**config.mk**
```make
export PLATFORM = sky130hd
export DESIGN_NAME = decode_stage_ctrl
export DESIGN_NICKNAME = d
export VERILOG_FILES = /design/src/rtl/decode_stage_ctrl.sv
export SDC_FILE = /design/constraint.sdc
export NUM_CORES = 1
export LEC_CHECK = 0
export ABC_AREA = 1
export CELL_PAD_IN_SITES_DETAIL_PLACEMENT = 0
export CELL_PAD_IN_SITES_GLOBAL_PLACEMENT = 1
export CORE_UTILIZATION = 38
export CTS_CLUSTER_SIZE = 12
export DETAILED_ROUTE_END_ITERATION = 8
export HOLD_SLACK_MARGIN = 0.02
export PLACE_DENSITY_LB_ADDON = 0.1
export SLEW_MARGIN = 15
export SYNTH_ARGS = -nofsm -noshare
export SYNTH_HDL_FRONTEND = slang
export SYNTH_SLANG_ARGS = --single-unit
```
**constraint.sdc**
```tcl
create_clock -name clk -period 10.4 [get_ports clk]
set_clock_uncertainty 0.15 [all_clocks]
set_input_delay 1.56 -clock clk [delete_from_list [all_inputs] [get_ports clk]]
set_output_delay 1.56 -clock clk [all_outputs]
set_load 0.01 [all_outputs]
```
**src/rtl/decode_stage_ctrl.sv**
```systemverilog
// ============================================================================
// Module   : decode_stage_ctrl
// Brief    : RV64 decode-stage controller with format decode, immediate
//            generation and a 2-entry skid buffer toward execute.
// Revision : 1.0
// ============================================================================
`default_nettype none

module decode_stage_ctrl #(
    parameter int XLEN = 64
) (
    input  logic            clk,
    input  logic            rst,
    input  logic            if_valid,
    output logic            if_ready,
    input  logic [31:0]     if_instr,
    input  logic [XLEN-1:0] if_pc,
    input  logic            flush,
    output logic            id_valid,
    input  logic            id_ready,
    output logic [31:0]     id_instr,
    output logic [XLEN-1:0] id_pc,
    output logic [XLEN-1:0] id_imm,
    output logic [2:0]      id_fmt,
    output logic            id_illegal
);

    localparam logic [2:0] c_FMT_R   = 3'd0;
    localparam logic [2:0] c_FMT_I   = 3'd1;
    localparam logic [2:0] c_FMT_S   = 3'd2;
    localparam logic [2:0] c_FMT_B   = 3'd3;
    localparam logic [2:0] c_FMT_U   = 3'd4;
    localparam logic [2:0] c_FMT_J   = 3'd5;
    localparam logic [2:0] c_FMT_ILL = 3'd7;

    typedef enum logic [1:0] {
        ST_EMPTY = 2'd0,
        ST_ONE   = 2'd1,
        ST_FULL  = 2'd2
    } state_t;

    state_t          r_state;
    state_t          w_state_next;
    logic            r_if_ready;

    logic [31:0]     r_e0_instr, r_e1_instr;
    logic [XLEN-1:0] r_e0_pc,    r_e1_pc;
    logic [XLEN-1:0] r_e0_imm,   r_e1_imm;
    logic [2:0]      r_e0_fmt,   r_e1_fmt;
    logic            r_e0_ill,   r_e1_ill;

    logic [XLEN-1:0] w_imm;
    logic [2:0]      w_fmt;
    logic            w_ill;
    logic [6:0]      w_opcode;
    logic            w_accept;
    logic            w_pop;
    logic            w_load0_new;
    logic            w_load0_from1;
    logic            w_load1_new;

    assign w_opcode = if_instr[6:0];

    always_comb begin
        w_fmt = c_FMT_ILL;
        w_ill = 1'b1;
        w_imm = '0;
        case (w_opcode)
            7'b0010011, 7'b0000011, 7'b1100111, 7'b0011011: begin
                w_fmt = c_FMT_I;
                w_ill = 1'b0;
                w_imm = {{(XLEN-12){if_instr[31]}}, if_instr[31:20]};
            end
            7'b0100011: begin
                w_fmt = c_FMT_S;
                w_ill = 1'b0;
                w_imm = {{(XLEN-12){if_instr[31]}}, if_instr[31:25], if_instr[11:7]};
            end
            7'b1100011: begin
                w_fmt = c_FMT_B;
                w_ill = 1'b0;
                w_imm = {{(XLEN-13){if_instr[31]}}, if_instr[31], if_instr[7],
                         if_instr[30:25], if_instr[11:8], 1'b0};
            end
            7'b0110111, 7'b0010111: begin
                w_fmt = c_FMT_U;
                w_ill = 1'b0;
                w_imm = {{(XLEN-32){if_instr[31]}}, if_instr[31:12], 12'b0};
            end
            7'b1101111: begin
                w_fmt = c_FMT_J;
                w_ill = 1'b0;
                w_imm = {{(XLEN-21){if_instr[31]}}, if_instr[31], if_instr[19:12],
                         if_instr[20], if_instr[30:21], 1'b0};
            end
            7'b0110011, 7'b0111011: begin
                w_fmt = c_FMT_R;
                w_ill = 1'b0;
            end
            default: ;
        endcase
    end

    // Flush masks the accept so a beat offered in the redirect cycle is dropped.
    assign w_accept = if_valid & r_if_ready & ~flush;
    assign w_pop    = (r_state != ST_EMPTY) & id_ready;

    always_comb begin
        w_state_next  = r_state;
        w_load0_new   = 1'b0;
        w_load0_from1 = 1'b0;
        w_load1_new   = 1'b0;
        if (flush) begin
            w_state_next = ST_EMPTY;
        end else begin
            case (r_state)
                ST_EMPTY: begin
                    if (w_accept) begin
                        w_state_next = ST_ONE;
                        w_load0_new  = 1'b1;
                    end
                end
                ST_ONE: begin
                    if (w_accept && w_pop) begin
                        w_load0_new = 1'b1;
                    end else if (w_accept) begin
                        w_state_next = ST_FULL;
                        w_load1_new  = 1'b1;
                    end else if (w_pop) begin
                        w_state_next = ST_EMPTY;
                    end
                end
                ST_FULL: begin
                    if (w_pop) begin
                        w_state_next  = ST_ONE;
                        w_load0_from1 = 1'b1;
                    end
                end
                default: w_state_next = ST_EMPTY;
            endcase
        end
    end

    always_ff @(posedge clk or posedge rst) begin
        if (rst) begin
            r_state    <= ST_EMPTY;
            r_if_ready <= 1'b1;
        end else begin
            r_state    <= w_state_next;
            r_if_ready <= (w_state_next != ST_FULL);
        end
    end

    always_ff @(posedge clk or posedge rst) begin
        if (rst) begin
            r_e0_instr <= '0;
            r_e0_pc    <= '0;
            r_e0_imm   <= '0;
            r_e0_fmt   <= '0;
            r_e0_ill   <= 1'b0;
            r_e1_instr <= '0;
            r_e1_pc    <= '0;
            r_e1_imm   <= '0;
            r_e1_fmt   <= '0;
            r_e1_ill   <= 1'b0;
        end else begin
            if (w_load0_new) begin
                r_e0_instr <= if_instr;
                r_e0_pc    <= if_pc;
                r_e0_imm   <= w_imm;
                r_e0_fmt   <= w_fmt;
                r_e0_ill   <= w_ill;
            end else if (w_load0_from1) begin
                r_e0_instr <= r_e1_instr;
                r_e0_pc    <= r_e1_pc;
                r_e0_imm   <= r_e1_imm;
                r_e0_fmt   <= r_e1_fmt;
                r_e0_ill   <= r_e1_ill;
            end
            if (w_load1_new) begin
                r_e1_instr <= if_instr;
                r_e1_pc    <= if_pc;
                r_e1_imm   <= w_imm;
                r_e1_fmt   <= w_fmt;
                r_e1_ill   <= w_ill;
            end
        end
    end

    assign if_ready   = r_if_ready;
    assign id_valid   = (r_state != ST_EMPTY);
    assign id_instr   = r_e0_instr;
    assign id_pc      = r_e0_pc;
    assign id_imm     = r_e0_imm;
    assign id_fmt     = r_e0_fmt;
    assign id_illegal = r_e0_ill;

endmodule

`default_nettype wire

```
== Word-level counts from Yosys, hierarchy flattened ==
Cells that the tools add are included.

* Bits in latches: 0
* Input port bits: 101
* RAM bits: 0
* Output and inout port bits: 166
* Word-level logic and storage cells: 68
* Memories kept: 0
* Flip-flop bits (word level): 331
* Bits in read-only memories: 0

* Add/subtract/negate cells: 0
* Div/mod/pow operators: 0
* $mul: 0
* Reduce and logical (&&, ||, !) cells: 8
* Eq/ne operators: 14
* Bitwise operators: 4
* Muxes and demuxes: 30
* Magnitude comparators: 0
* Shift operators: 0

{| class="wikitable"
|+ Operators with widths
! cell !! count
|-
| 64-bit case mux with 5 select lines || 1
|-
| 64-bit 2-to-1 mux || 4
|-
| 32-bit 2-to-1 mux || 2
|-
| 7-bit by 6-bit equality test with 1-bit output, second input constant || 4
|-
| 7-bit by 5-bit equality test with 1-bit output, second input constant || 3
|-
| 7-bit equality test, second input constant || 3
|-
| 3-bit case mux with 6 select lines || 1
|-
| 1-bit 2-to-1 mux || 12
|-
| 2-bit 2-to-1 mux || 6
|-
| 11-bit OR reduction || 1
|-
| 7-bit by 2-bit equality test with 1-bit output, second input constant || 1
|-
| 3-bit 2-to-1 mux || 2
|-
| 2-bit case mux with 3 select lines || 1
|-
| 2-bit nonzero test || 2
|-
| 2-bit OR reduction || 2
|-
| 4-bit OR reduction || 1
|-
| 1-bit bitwise AND || 3
|-
| 2-bit by 1-bit equality test with 1-bit output, second input constant || 1
|-
| 2-bit equality test, second input constant || 1
|-
| 2-bit logical NOT || 1
|-
| 2-bit != test, second input constant || 1
|-
| 1-bit case mux with 2 select lines || 1
|-
| 1-bit logical AND || 1
|-
| 1-bit inverter || 1
|}

== Depth between registers and ports, before layout ==
* Depth after elaboration: 8
* Depth in mapped cells: 11
* Gate-level depth less buffers: 10

== Worst setup path before layout ==
No wires, ideal clock.

* Path kind: register to output
* From: register, netlist name id_imm[62]
* To: output id_imm[32]
* Buffers on the path: 1
* Arrival time: 1.086 ns
* Data required time: 8.690 ns
* Stages on the path, launching flop included: 2
* Slack: 7.604 ns
* Cells stage by stage: dfrtp_1 buf_4

{| class="wikitable"
|+ RTL lines
! item !! line !! source
|-
| to (decl) || 23 || <nowiki>output logic [XLEN-1:0] id_imm,</nowiki>
|}

== Final worst setup path ==
* From: input flush
* To: register r_e0_imm[4], in the netlist id_imm[4]

* Longest elaborated chain between the ends: 7
* Elaborated cells between the ends (all ways): 10
* Classes of those cells: 6 x mux; 2 x bitwise; 2 x reduce/logical

{| class="wikitable"
|+ RTL lines
! item !! line !! source
|-
| from (decl) || 18 || <nowiki>input logic flush,</nowiki>
|-
| 1-bit inverter || 105 || <nowiki>assign w_accept = if_valid & r_if_ready & ~flush;</nowiki>
|-
| 1-bit bitwise AND || 105 ||
|-
| 1-bit logical AND || 124 || <nowiki>if (w_accept && w_pop) begin</nowiki>
|-
| 1-bit 2-to-1 mux || 124 ||
|-
| 1-bit case mux with 2 select lines || 116 || <nowiki>case (r_state)</nowiki>
|-
| 1-bit 2-to-1 mux || 113 || <nowiki>if (flush) begin</nowiki>
|-
| 64-bit 2-to-1 mux or 2-bit nonzero test (tied branches) || - ||
|-
| to (signal assigned) || 170 || <nowiki>r_e0_imm <= w_imm;</nowiki>
|-
| to (signal assigned) || 176 || <nowiki>r_e0_imm <= r_e1_imm;</nowiki>
|-
| to (decl) || 48 || <nowiki>logic [XLEN-1:0] r_e0_imm, r_e1_imm;</nowiki>
|}

Parallel ways exist; a longest one is shown, timed or not.
A chain may end at the register's enable or synchronous reset.

==> flow_results.org <==
** Clocking
- Post-cts gate resize count :: 0
- Clock Sinks :: 267
- Maximum level of the CTS H-tree :: 2
- Bufs on Longest Clock Path :: 3
- In this run, CTS created clock tree buffers numbering 34.
- Post-CTS Hold Fix Bufs :: 0
- Root cell of the clock tree :: sky130_fd_sc_hd__clkbuf_16
- After clock tree synthesis, the clock-pin slew on the worst setup and hold paths is 60 ps.
- The number of setup buffers added after CTS is 0.
- For the worst-skew pair, the clock arrives at the later sink with an insertion delay of 500 ps.
- TritonCTS built the clock tree.

** Setup path
- Type of element launching the critical path :: primary input
- Cell count of the worst reg-to-reg path :: 10
- Reg-to-Reg Start :: if_ready$_DFF_PP1_
- Largest incremental delay on the critical path :: 800 ps
- Cell with the largest stage delay on the worst path :: sky130_fd_sc_hd__buf_4
- The worst setup path is of the in -> reg kind.
- Endpoint required time on the critical path :: 10650 ps
- In this run the critical register-to-register path is captured at id_imm[4]$_DFFE_PP0P_.
- Sum of buffers and inverters on the critical path :: 5
- Worst endpoint data arrival time :: 4590 ps
- Chain of cells forming the critical path :: clkdlybuf4s50_1 -> nor2_1 -> nand2_1 -> inv_1 -> nand2_8 -> clkinv_2 -> buf_4 -> nand3_1 -> nand2_1 -> inv_1
- Largest delay share family, worst path :: buffers and inverters
- Worst R2R Setup Slack :: 7070 ps
- The worst setup path is captured at a flop.
- Worst-path fanout max :: 88

** Routing
- Routed wire length :: 34.9 mm
- Once detail routing completed, the nets flagged for antenna violations numbered 0.
- Ratio of routed vias to standard cells :: 4.85
- Number of detailed-route iterations in the first pass :: 5
- Post-detailed-route DRC marker count :: 0
- Via count :: 10400
- In this run, the number of DRC markers left after iteration 0 of detailed routing was 727.
- Per-cell routed wire length :: 16.3 µm

** Placed design
- At the end of routability-driven placement, the weighted congestion stood at 0.797.
- Once detailed placement completed, the half-perimeter wirelength came to 21.8 mm.
- Buffers placed on the I/O ports in this run total 266.

** Timing
- Final Hold Viols :: 0
- The worst path needs 4340 ps of the cycle, external delays included.
- Setup violations remaining at the end of the flow were counted as 0.
- Setup repair after global routing left no endpoint under its margin.
- In the finished design, the share of the clock period the worst path needs comes to 0.417.
- Final setup TNS :: 0 ps
- The worst pin sits at a relative slew slack of 0.280.
- The max-slew violation count is 0.
- Worst-Margin Slew :: 1080 ps
- F_max :: 230 MHz

** Layout
- Compared with the post-synthesis result, the final layout area differs by 29.3%.
- For this run, the share of the core covered by cells in the final layout is 0.505.
- After the last flow step, the layout net total stands at 1783.
- In the final layout, the multi-input gates occupy 4370 µm².
- Summing all flip-flop and latch instances after layout gives 6680 µm².
- Of the cells placed in the final design, the portion with a size suffix greater than 1 is 0.0551.
- Fill cells in the final layout number 3116.

** Min path
- In this run the most critical hold path is launched from r_e1_imm[15]$_DFFE_PP0P_.
- Endpoint with the worst hold slack :: r_e1_imm[15]$_DFFE_PP0P_
- The worst hold path was traced through 2 stages.
- The tightest min-delay check is of the reg -> reg type.

** Synth
- Synthesis produced a netlist whose cell count is 1493.
- Yosys Warn Count :: 0
- A synthesized cell averages 8.35 µm².
- Of the post-synthesis cell area, the dominant cell type holds 0.534.
- The number of nets handed over by synthesis was 1594.
- Flip-flop and latch count after synthesis :: 267
- For this run, asynchronously set or reset flops after synthesis account for 1.00.
- Summed over all instances, the cell type with the most area after synthesis is sky130_fd_sc_hd__dfrtp_1.
- The commonest cells after synthesis are sky130_fd_sc_hd__nand2_1 (492), sky130_fd_sc_hd__dfrtp_1 (266), sky130_fd_sc_hd__inv_1 (166).
- Of the synthesized area, sequential elements account for 0.536.
- Summing every instance area after synthesis gives 12500 µm².
- sky130_fd_sc_hd__nand2_1 is the most common cell in the netlist.
- The synthesized netlist contains 25 unique library cells.
- Among all flip-flop cells after synthesis, the most frequent one is sky130_fd_sc_hd__dfrtp_1.
- Yosys attributes the largest share of cell area to sky130_fd_sc_hd__dfrtp_1 (53%), sky130_fd_sc_hd__nand2_1 (15%), sky130_fd_sc_hd__nand3_1 (6.3%), sky130_fd_sc_hd__o211ai_1 (5.5%), sky130_fd_sc_hd__inv_1 (5.0%).
- Count of flip-flops with a built-in enable after synthesis :: 0

** Floorplanning
- Chip Height :: 183 µm
- The floorplan step set the die width to 183 µm.
- Die Area :: 33500 µm²
- After floorplanning, the core was divided into 65 placement rows.
- Initial core utilization :: 0.391
- Ports placed on the boundary :: 267
- Area inside the core boundary :: 31900 µm²

** Global routing
- The initial antenna violation count came to 3.
- Final global-route overflow total :: 0
- Number of global-route vias before repair :: 9925
- Entering global routing, the biggest net connects 126 pins.
- Wire length of the first global-routing pass :: 56.0 mm
- Overall Global Routing Usage :: 0.211

** Pwr
- P_leak :: 7.69 nW
- Pwr Density :: 203 nW/µm²
- Peak supply drop :: 0.121 mV
- After layout, the design draws a total of 3.27 mW.

** Job
- Max-cap violations in this run came to 0.

** Status
- The run finished with clean final reports.
==> registers in the layout, indices dropped and copies added, names as in the netlist <==
signal and flops:
if_ready 1, id_imm 32, r_state 2, r_e1_fmt 3
id_instr 32, id_fmt 3, r_e1_pc 64, id_pc 64
r_e1_imm 32, r_e1_instr 32, r_e1_ill 1, id_illegal 1
==> report_power, final <==
group / switching, mW / internal [mW] / total [mW] / leakage (nW)
registers: 0.118 / 1.29 / 1.41 / 3.37
logic: 0.344 / 0.345 / 0.689 / 3.77
clock network: 0.445 / 0.730 / 1.17 / 0.554
total: 0.906 / 2.37 / 3.27 / 7.69
==> routing by layer <==
layer,GRT usage,vias up,wire length [µm]
li1,-,5125,-
met1,0.305,4955,16700
met2,0.325,266,15500
met3,0.0433,42,2140
met4,0.0480,4,509
met5,0,-,20
==> cell type report <==
type,count,area share
clock inverters,7,0.00551
multi-input cells,931,0.271
diodes,1,0.000155
repair buffers,276,0.170
clock buffers,52,0.0639
well taps,435,0.0338
inverters,172,0.0407
flip-flops and latches,267,0.415
==> cells by family after synthesis <==
kind of cell / count (synthesis) / synth area share
compound gates: 219 / 0.109
simple gates: 712 / 0.240
buf+inv: 295 / 0.115
flops: 267 / 0.536
==> worst register-to-register path: stages (launching register included) <==
cell and delay [ps]:
sky130_fd_sc_hd__dfstp_2 530, sky130_fd_sc_hd__nand2_1 50, sky130_fd_sc_hd__nor2_1 140, sky130_fd_sc_hd__nand2_1 140, sky130_fd_sc_hd__inv_1 170, sky130_fd_sc_hd__nand2_8 380
sky130_fd_sc_hd__clkinv_2 560, sky130_fd_sc_hd__buf_4 800, sky130_fd_sc_hd__nand3_1 200, sky130_fd_sc_hd__nand2_1 90, sky130_fd_sc_hd__inv_1 30
==> placed cells by master, fill, tap and decap left out, drive strengths merged <==
cell / count
buf: 10
inv: 171
o21ai: 117
and3: 1
o221ai: 5
dfrtp: 266
a21oi: 2
diode: 1
clkinv: 6
bufinv: 2
nand2: 499
a211oi: 1
nor2: 42
nand3: 169
o21bai: 3
nor3: 1
o211ai: 91
clkdlybuf4s50: 266
clkbuf: 52
dfstp: 1
==> worst max-delay path by stage <==
| stage | startpoint | to | slack (ps) | cells after the start |
|---|---|---|---|---|
| global route | flush | id_imm[1]$_DFFE_PP0P_ | 5820 | 10 |
| detailed placement | flush | id_imm[4]$_DFFE_PP0P_ | 5550 | 10 |
| CTS | flush | id_imm[4]$_DFFE_PP0P_ | 6070 | 10 |
| global placement | if_valid | id_imm[1]$_DFFE_PP0P_ | 5610 | 11 |
| finish | flush | id_imm[4]$_DFFE_PP0P_ | 6060 | 10 |
| floorplan | rst | id_fmt[0]$_DFFE_PP0P_ | 1340 | 1 |
==> stage by stage <==
| step | worst slack, ps | hold WS (ps) | instance area [µm²] | instances |
|---|---|---|---|---|
| 6_report | 6060 | 328 | 16100 | 2141 |
| 5_1_grt | 5820 | 345 | 16100 | 2140 |
| 4_1_cts | 6070 | 331 | 16100 | 2140 |
| 3_5_place_dp | 5550 | 315 | 15000 | 2081 |
| 3_3_place_gp | 5610 | 312 | 15000 | 2081 |
| 2_1_floorplan | 1340 | 299 | 12500 | 1493 |
(Power assumes the default switching activity.)
